### src/rtl/md_seq_pkg.sv
// Shared definitions for the HI/LO multiply/divide sequencer: op codes,
// FSM state encoding, write-back kinds and the divide-by-zero LO value.
package md_seq_pkg;

   localparam logic [2:0] OP_NONE  = 3'd0;
   localparam logic [2:0] OP_DIV   = 3'd1;
   localparam logic [2:0] OP_DIVU  = 3'd2;
   localparam logic [2:0] OP_MULTU = 3'd3;
   localparam logic [2:0] OP_MTHI  = 3'd4;
   localparam logic [2:0] OP_MTLO  = 3'd5;

   typedef enum logic [2:0] {
      ST_IDLE,
      ST_START,
      ST_WAIT_DIV,
      ST_WAIT_MUL,
      ST_WRITE
   } md_state_e;

   // What the WRITE state commits; WR_ABORT marks a divider timeout.
   typedef enum logic [2:0] {
      WR_DIV,
      WR_DIVU,
      WR_MULTU,
      WR_DBZ,
      WR_ABORT
   } md_wr_e;

   localparam logic [31:0] DBZ_LO = 32'hFFFF_FFFF;

endpackage

### src/rtl/md_wait_cnt.sv
// Clearable, saturating up-counter with a terminal-count compare; shared by
// the multiplier latency wait and the divider timeout.
module md_wait_cnt #(
   parameter int CNT_W = 6
) (
   input  logic             clk,
   input  logic             rst,
   input  logic             clr_i,
   input  logic             en_i,
   input  logic [CNT_W-1:0] term_i,
   output logic             hit_o
);

   logic [CNT_W-1:0] cnt_q, cnt_d;

   assign hit_o = (cnt_q == term_i);

   always_comb begin
      cnt_d = cnt_q;
      if (clr_i) begin
         cnt_d = '0;
      end else if (en_i && !hit_o) begin
         cnt_d = cnt_q + 1'b1;
      end
   end

   // NOTE: state registers use non-blocking assignments so every flop
   // samples the pre-edge value of its neighbours.
   always_ff @(posedge clk or negedge rst) begin
      if (!rst) begin
         cnt_q <= '0;
      end else begin
         cnt_q <= cnt_d;
      end
   end

endmodule

### src/rtl/md_seq_ctrl.sv
// HI/LO sequencer: accepts DIV/DIVU/MULTU/MTHI/MTLO, launches the selected
// arithmetic unit, stalls the PC until its result is ready, then commits HI/LO.
module md_seq_ctrl
   import md_seq_pkg::*;
#(
   parameter int MUL_LAT     = 1,
   parameter int DIV_TIMEOUT = 63,
   parameter int CNT_W       = 6
) (
   input  logic        clk,
   input  logic        rst,
   input  logic        op_valid,
   input  logic [2:0]  op,
   input  logic [31:0] rs_data,
   input  logic [31:0] rt_data,
   output logic        stall,
   output logic        done,
   output logic [31:0] hi,
   output logic [31:0] lo,
   output logic        div_start,
   output logic        divu_start,
   output logic [31:0] md_a,
   output logic [31:0] md_b,
   input  logic        div_busy,
   input  logic        divu_busy,
   input  logic [31:0] div_q,
   input  logic [31:0] div_r,
   input  logic [31:0] divu_q,
   input  logic [31:0] divu_r,
   input  logic [63:0] multu_z,
   output logic        timeout_err
);

   localparam logic [CNT_W-1:0] MUL_TERM = CNT_W'(MUL_LAT - 1);
   localparam logic [CNT_W-1:0] DIV_TERM = CNT_W'(DIV_TIMEOUT - 1);

   md_state_e   state_q, state_d;
   md_wr_e      wr_q, wr_d;
   logic [31:0] hi_q, hi_d;
   logic [31:0] lo_q, lo_d;
   logic [31:0] a_q, a_d;
   logic [31:0] b_q, b_d;
   logic        busy_seen_q, busy_seen_d;
   logic        tmo_q, tmo_d;

   logic             cnt_clr;
   logic             cnt_en;
   logic [CNT_W-1:0] cnt_term;
   logic             cnt_hit;
   logic             unit_busy;

   md_wait_cnt #(
      .CNT_W (CNT_W)
   ) u_wait_cnt (
      .clk    (clk),
      .rst    (rst),
      .clr_i  (cnt_clr),
      .en_i   (cnt_en),
      .term_i (cnt_term),
      .hit_o  (cnt_hit)
   );

   assign unit_busy = (wr_q == WR_DIVU) ? divu_busy : div_busy;

   // NOTE: every signal driven here gets a default first, so no path through
   // the case statements can leave one unassigned and infer a latch.
   always_comb begin
      state_d     = state_q;
      wr_d        = wr_q;
      hi_d        = hi_q;
      lo_d        = lo_q;
      a_d         = a_q;
      b_d         = b_q;
      busy_seen_d = busy_seen_q;
      tmo_d       = tmo_q;
      stall       = 1'b0;
      done        = 1'b0;
      div_start   = 1'b0;
      divu_start  = 1'b0;
      cnt_clr     = 1'b0;
      cnt_en      = 1'b0;
      cnt_term    = DIV_TERM;

      case (state_q)
         ST_IDLE: begin
            cnt_clr = 1'b1;
            if (op_valid) begin
               case (op)
                  OP_MTHI: hi_d = rs_data;
                  OP_MTLO: lo_d = rs_data;
                  OP_DIV, OP_DIVU: begin
                     stall = 1'b1;
                     a_d   = rs_data;
                     b_d   = rt_data;
                     if (rt_data == '0) begin
                        wr_d    = WR_DBZ;
                        state_d = ST_WRITE;
                     end else begin
                        wr_d    = (op == OP_DIV) ? WR_DIV : WR_DIVU;
                        state_d = ST_START;
                     end
                  end
                  OP_MULTU: begin
                     stall   = 1'b1;
                     a_d     = rs_data;
                     b_d     = rt_data;
                     wr_d    = WR_MULTU;
                     state_d = ST_WAIT_MUL;
                  end
                  default: ;
               endcase
            end
         end

         ST_START: begin
            stall       = 1'b1;
            div_start   = (wr_q == WR_DIV);
            divu_start  = (wr_q == WR_DIVU);
            busy_seen_d = 1'b0;
            cnt_clr     = 1'b1;
            state_d     = ST_WAIT_DIV;
         end

         ST_WAIT_DIV: begin
            stall  = 1'b1;
            cnt_en = 1'b1;
            if (unit_busy) begin
               busy_seen_d = 1'b1;
            end
            // A falling busy only counts once the unit has been seen busy.
            if (busy_seen_q && !unit_busy) begin
               state_d = ST_WRITE;
            end else if (cnt_hit) begin
               tmo_d   = 1'b1;
               wr_d    = WR_ABORT;
               state_d = ST_WRITE;
            end
         end

         ST_WAIT_MUL: begin
            stall    = 1'b1;
            cnt_en   = 1'b1;
            cnt_term = MUL_TERM;
            if (cnt_hit) begin
               state_d = ST_WRITE;
            end
         end

         ST_WRITE: begin
            done    = (wr_q != WR_ABORT);
            state_d = ST_IDLE;
            case (wr_q)
               WR_DIV: begin
                  hi_d = div_r;
                  lo_d = div_q;
               end
               WR_DIVU: begin
                  hi_d = divu_r;
                  lo_d = divu_q;
               end
               WR_MULTU: begin
                  hi_d = multu_z[63:32];
                  lo_d = multu_z[31:0];
               end
               WR_DBZ: begin
                  hi_d = a_q;
                  lo_d = DBZ_LO;
               end
               default: ;
            endcase
         end

         default: state_d = ST_IDLE;
      endcase
   end

   always_ff @(posedge clk or negedge rst) begin
      if (!rst) begin
         state_q     <= ST_IDLE;
         wr_q        <= WR_DIV;
         hi_q        <= '0;
         lo_q        <= '0;
         a_q         <= '0;
         b_q         <= '0;
         busy_seen_q <= 1'b0;
         tmo_q       <= 1'b0;
      end else begin
         state_q     <= state_d;
         wr_q        <= wr_d;
         hi_q        <= hi_d;
         lo_q        <= lo_d;
         a_q         <= a_d;
         b_q         <= b_d;
         busy_seen_q <= busy_seen_d;
         tmo_q       <= tmo_d;
      end
   end

   assign hi          = hi_q;
   assign lo          = lo_q;
   assign md_a        = a_q;
   assign md_b        = b_q;
   assign timeout_err = tmo_q;

endmodule
### config.mk
export PLATFORM = sky130hd
export DESIGN_NAME = md_seq_ctrl
export DESIGN_NICKNAME = d
export VERILOG_FILES = /design/src/rtl/md_seq_pkg.sv /design/src/rtl/md_wait_cnt.sv /design/src/rtl/md_seq_ctrl.sv
export SDC_FILE = /design/constraint.sdc
export NUM_CORES = 1
export LEC_CHECK = 0
export CAP_MARGIN = 20
export CELL_PAD_IN_SITES_DETAIL_PLACEMENT = 1
export CELL_PAD_IN_SITES_GLOBAL_PLACEMENT = 1
export CORE_AREA = 4 4 152 154
export CTS_BUF_LIST = sky130_fd_sc_hd__clkbuf_8
export CTS_CLUSTER_SIZE = 20
export DETAILED_ROUTE_END_ITERATION = 10
export DIE_AREA = 0 0 156 158
export DONT_BUFFER_PORTS = 1
export GPL_TIMING_DRIVEN = 1
export PLACE_DENSITY_LB_ADDON = 0.1
export SLEW_MARGIN = 0
export SYNTH_ARGS = -nofsm -noshare
export SYNTH_HDL_FRONTEND = slang
export SYNTH_HIERARCHICAL = 1
export SYNTH_SLANG_ARGS = --single-unit
### constraint.sdc
create_clock -name clk -period 3.6 [get_ports clk]
set_input_delay 0.36 -clock clk [delete_from_list [all_inputs] [get_ports clk]]
set_output_delay 0.36 -clock clk [all_outputs]
set_load 0.03 [all_outputs]
* Word-level counts from Yosys, hierarchy flattened
Index checks and enable logic that the tools add are counted.
** Word-level totals
- Register bits :: 142
- Input port bits :: 264
- Output and inout bits :: 133
- Logic and storage cells :: 91
** Cells by class
- Add/subtract/negate cells :: 1
- Eq/ne operators :: 22
- Multiplexer cells :: 35
- Bitwise logic cells :: 1
- Reduce and logical (&&, ||, !) cells :: 23
** Operator list (number)
- one-hot mux 32 bit (4 select lines) :: 2
- 2-to-1 mux 32 bit :: 4
- one-hot mux 32 bit (2 select lines) :: 2
- logical NOT 32 bit :: 1
- 2-to-1 mux 3 bit :: 7
- == test 3 x 2 -> 1 bit (second input constant) :: 6
- 2-to-1 mux 6 bit :: 3
- one-hot mux 3 bit (2 select lines) :: 3
- one-hot mux 3 bit (4 select lines) :: 1
- 2-to-1 mux 1 bit :: 10
- == test 3 x 1 -> 1 bit (second input constant) :: 3
- == test 3 bit (second input constant) :: 3
- AND reduction 4 bit :: 2
- nonzero test 2 bit :: 4
- adder 6 x 1 -> 6 bit (second input constant) :: 1
- == test 6 bit :: 1
- logical NOT 3 bit :: 2
- inequality test 2 x 1 -> 1 bit (second input constant) :: 3
- inequality test 2 bit (second input constant) :: 3
- AND reduction 3 bit :: 2
- OR reduction 2 bit :: 3
- OR reduction 3 bit :: 2
- inequality test 5 bit (second input constant) :: 1
- AND reduction 5 bit :: 1
- other kinds (8) :: 12

* Longest topological paths before layout
- Depth after elaboration :: 7
- Mapped depth :: 9
- Mapped depth without buffers :: 8

* By module
The synthesis kept the hierarchy.
** By module, submodules not included
- md_seq_ctrl :: times used 1, cells each 692, area each 7394.6 um2, seq. area each 3403.3 um2
- md_wait_cnt :: times used 1, cells each 41, area each 396.6 um2, seq. area each 150.1 um2

* Worst setup path before layout
OpenSTA, ideal clock, no wires.
- Path type :: register to register
- Start point :: reg state_q[1]
- End point :: reg wr_q[0]
- Data arrival time :: 2.413 ns
- Path slack :: 1.065 ns
- Stages on the path, launching flop included :: 10
- Period minus slack after synthesis :: 2.535 ns
- Path through :: dfrtp_1 -> buf_6 -> nor2b_1 -> nand2_1 -> xor2_1 -> nor4_2 -> and2_4 -> a21bo_1 -> a211o_1 -> o2bb2ai_1
** On the way
- Word-level cells in the longest chain between the ends :: 5
- Elaborated cells between the ends (all ways) :: 12
** RTL lines
- from (decl) :: line md_seq_ctrl.sv:37 : md_state_e state_q, state_d;
- from (signal assigned) :: line md_seq_ctrl.sv:188 : state_q <= state_d;
- == test 3 x 2 -> 1 bit :: line md_seq_ctrl.sv:84 : case (state_q)
- 2-to-1 mux 6 bit :: line md_seq_ctrl.sv:84
- via cnt_term[1] :: line md_seq_ctrl.sv:48 : logic [CNT_W-1:0] cnt_term;
- == test 6 bit :: line md_wait_cnt.sv:16 : assign hit_o = (cnt_q == term_i);
- via cnt_hit :: line md_seq_ctrl.sv:49 : logic cnt_hit;
- inequality test 2 x 1 -> 1 bit (no source line)
- AND reduction 5 bit (no source line)
- to (signal assigned) :: line md_seq_ctrl.sv:189 : wr_q <= wr_d;
- to (decl) :: line md_seq_ctrl.sv:38 : md_wr_e wr_q, wr_d;
The timed path passes the listed nets, and every way through them passes these cells.
A chain may end at the register's enable or synchronous reset.

* Worst setup path in the final report
- Start point :: reg state_q[1]
- End point :: reg wr_q[1]
The elaborated chain is that of the path after synthesis.

==> impl_metrics.json <==
{
  "globalplace.congestion": 0.839,
  "p_sw_frac": 0.516,
  "vias_per_cell": 6.18,
  "initial_cell_density_of_the_core": 0.359,
  "seq_area_frac_synth": 0.456,
  "critPathSlowestCell": "dfrtp_1",
  "pwr-share-seq": 0.564,
  "cts_max_level": 4,
  "clock_period_minus_worst_slack_ps": 2800,
  "timing.setup.critical_path_class": "flop to flop",
  "maxSlewHeadroom": 0.406,
  "final_cell_area_um2": 8610,
  "drc": 0,
  "p_per_area_nw_per_um2": 942,
  "power_report.internal_total_w": 0.00392,
  "largest_family_of_logic_cells_by_synthesized_area": "compound AO/OA/AOI/OAI gates",
  "mappedNetlistNets": 998,
  "clock_sinks": 142,
  "final_common_cell": "dfrtp_1",
  "first_pass_iters": 4,
  "cp-end-kind": "flop",
  "finClkSkew_ps": 22.3,
  "dpl_worst_slack_ps": 823,
  "worst_hold_path_type": "primary input to flop",
  "postSynth.asyncResetShare": 1.00,
  "vdd_ir_drop_max_mv": 0.374,
  "syn-instance-count": 733,
  "synth-compound-area-share": 0.242,
  "finalSetupTns_ps": 0,
  "routed_wire_length_mm": 29.6,
  "static-leakage-power_nw": 3.59,
  "design.portCount": 397,
  "number_of_global_route_vias_before_repair": 6799,
  "combinational_share_of_power": 0.271,
  "synth_top_cell_area_share": 0.456,
  "first_iter_violations": 306,
  "routed_wire_length_per_instance_um": 29.3,
  "floorplan.die.height_um": 158,
  "maxSlewViolCount": 0,
  "numPortBuffers": 0,
  "crit_buf_inv": 1,
  "post_synth_and_or_nand_nor_area_fraction": 0.0930,
  "synth_seq_cells": 142,
  "worst_path_top_cell_family_by_delay": "simple AND/OR/NAND/NOR gates",
  "grt_first_pass_wirelength_mm": 43.3,
  "max_freq_mhz": 357,
  "drt.antenna.violating_nets": 0,
  "setup.worst_path.start_class": "flop",
  "grt_setup_unrepaired": "no",
  "layout-area-overhead-vs-synth_pct": 10.6,
  "nFillCells": 2375,
  "cts.root.buffer_cell": "clkbuf_8",
  "floorplan.rows": 54,
  "arrival_time_at_the_worst_endpoint_ps": 3130,
  "yosys_warnings": 6,
  "via_count": 6247,
  "fp.dieArea_um2": 24600,
  "postPlaceCellArea_um2": 7970,
  "yosys-mux-area-fraction": 0.152,
  "status": "finished, final reports clean",
  "cts_repair_resize_count": 0,
  "postLayoutSetupSlackWorst_ps": 801,
  "clkPwrFrac": 0.164,
  "final_min_period_over_clock_period": 0.778,
  "netlist_area_um2": 7790,
  "synth_cell_type_count": 51,
  "finalCoreUtilization": 0.397,
  "half_perimeter_wire_length_after_placement_mm": 21.2,
  "tritoncts_clock_tree": "built",
  "synth_enable_flop_cells": 0,
  "worst-path-max-fanout": 9,
  "total_switching_power_w": 0.00419,
  "synth_adder_area_share": 0.00161,
  "crit_required_ps": 3930,
  "n_diodes": 0,
  "dominant_cell_type_by_area_after_synthesis": "dfrtp_1",
  "total_gr_overflow": 0,
  "cts_max_path_buffers": 2,
  "grt_antenna_before_repair": 0,
  "cts_buf_count": 17,
  "synth.area.top_cells": "dfrtp_1 46%, o221ai_1 7.2%, mux2_2 5.3%",
  "num-nets-final": 983,
  "pin_count_of_the_biggest_net_entering_global_routing": 143,
  "post-cts-setup-buffer-count": 0,
  "slew_at_the_pin_closest_to_its_max_slew_limit_ps": 893,
  "sequence_of_cells_on_the_critical_path": "nor2b_1 -> buf_4 -> nand2_1 -> xor2_1 -> nor4_2 -> and2_4 -> a21bo_1 -> a211o_1 -> o2bb2ai_1",
  "floorplan.core_area_um2": 21700,
  "power_w": 0.00811,
  "drv.max_cap_violation_count": 0,
  "dieWidth_um": 156,
  "setup_viol": 0,
  "postSynthAreaPerCell_um2": 10.6,
  "clock_input_transition_at_the_sequential_cells_of_the_worst_setup_and_hold_paths_ps": 110,
  "overall_global_routing_resource_usage": 0.231,
  "mostFrequentLayoutCells": "139 x dfrtp_1, 64 x o221ai_1, 63 x nor2_1",
  "cp_slowest_stage_delay_ps": 590,
  "hold_violations": 0,
  "clk_latency_ps": 460,
  "final_layout_size_suffix_gt1_frac": 0.176,
  "synth_xor_xnor_area_share": 0.00899,
  "synthFlopType": "dfrtp_1"
}
-- path summary, 6_finish.rpt --
| check | start | endpoint | slack, ps | cells after the start |
|---|---|---|---|---|
| worst max-delay path | state_q[1] | wr_q[1] | 800 | 9 |
| worst min-delay path | rt_data[29] | md_b[29] | 40 | 1 |
| worst max register to register | state_q[1] | wr_q[1] | 800 | 9 |
| worst min register to register | u_wait_cnt/cnt_q[4] | u_wait_cnt/cnt_q[4] | 620 | 2 |
| max in group asynchronous | rst | wr_q[1] | 2450 | 2 |
| min in group asynchronous | rst | md_a[15] | 620 | 2 |
-- cells by family after synthesis --
group | Yosys count
AOI/OAI and AO/OA | 247
and+or+nand+nor | 159
DFF | 142
muxes | 100
buffers and inverters | 75
xor gates and xnor gates | 8
adders and majority gates | 1
other | 1
-- layout make-up --
type | instances | area (µm²) | area share
clock inverters | 15 | 189 | 0.0219
well taps | 280 | 350 | 0.0407
inverters | 5 | 18.8 | 0.00218
clock buffers | 17 | 234 | 0.0272
repair buffers | 36 | 360 | 0.0418
flip-flops and latches | 142 | 3560 | 0.413
multi-input cells | 516 | 3910 | 0.453
-- worst register-to-register path: cells and delay by family, from the launching register on --
| kind | cells | cell delay [ps] |
|---|---|---|
| flip-flops | 1 | 590 |
| XOR/XNOR | 1 | 210 |
| buffers and inverters | 1 | 170 |
| AO/OA/AOI/OAI | 3 | 690 |
| AND/OR/NAND/NOR | 4 | 1030 |
-- timing repair --
item | CTS | global route
endpoints found under the setup margin | 0 | 0
endpoints found under the hold margin | 157 | 3
hold buffers | 17 | 3
-- power groups by stage --
stage,logic (W),registers [W],clock network (W)
floorplan,0.00179,0.00424,0
global placement,0.00207,0.00462,0
detailed placement,0.00216,0.00463,0
CTS,0.00221,0.00460,0.00139
global route,0.00242,0.00468,0.00146
finish,0.00220,0.00458,0.00133
-- flip-flops by register name, indices dropped and copies added (netlist names) --
name,cells
hi,32
lo,32
md_a,32
md_b,32
u_wait_cnt/cnt_q,6
state_q,3
wr_q,3
busy_seen_q,1
timeout_err,1
-- synthesized netlist by cell type, types with 2 or more instances --
library cell / count
xor2_1: 6
a211oi_1: 2
o21ai_0: 3
nor4_1: 9
mux2_2: 37
dfrtp_1: 142
o22a_1: 32
nand2_1: 46
o22ai_1: 2
mux2_1: 2
clkbuf_1: 30
xnor2_1: 2
mux2i_1: 34
mux2_4: 27
buf_6: 5
a21oi_1: 38
buf_2: 31
a2bb2oi_1: 32
o221ai_1: 64
buf_1: 4
inv_1: 4
nand4_1: 2
nor2_1: 64
nor2b_1: 4
nand2b_1: 3
o2bb2ai_1: 2
a21o_1: 32
a31oi_1: 32
nor3_1: 20
-- stage by stage --
step | std cells | hold slack (ps)
2_1_floorplan | 733 | 64.4
3_3_place_gp | 958 | 68.6
3_5_place_dp | 958 | 67.9
4_1_cts | 1007 | 0.0219
5_1_grt | 1011 | 0.165
6_report | 1011 | 41.3
-- layer usage --
metal,vias up,global-route usage,wire length [µm]
li1,2766,-,-
met1,3156,0.272,11100
met2,278,0.401,15300
met3,47,0.0752,2580
met4,0,0.0750,691
met5,-,0,0
Note: power is estimated with default switching activity, not from simulation.
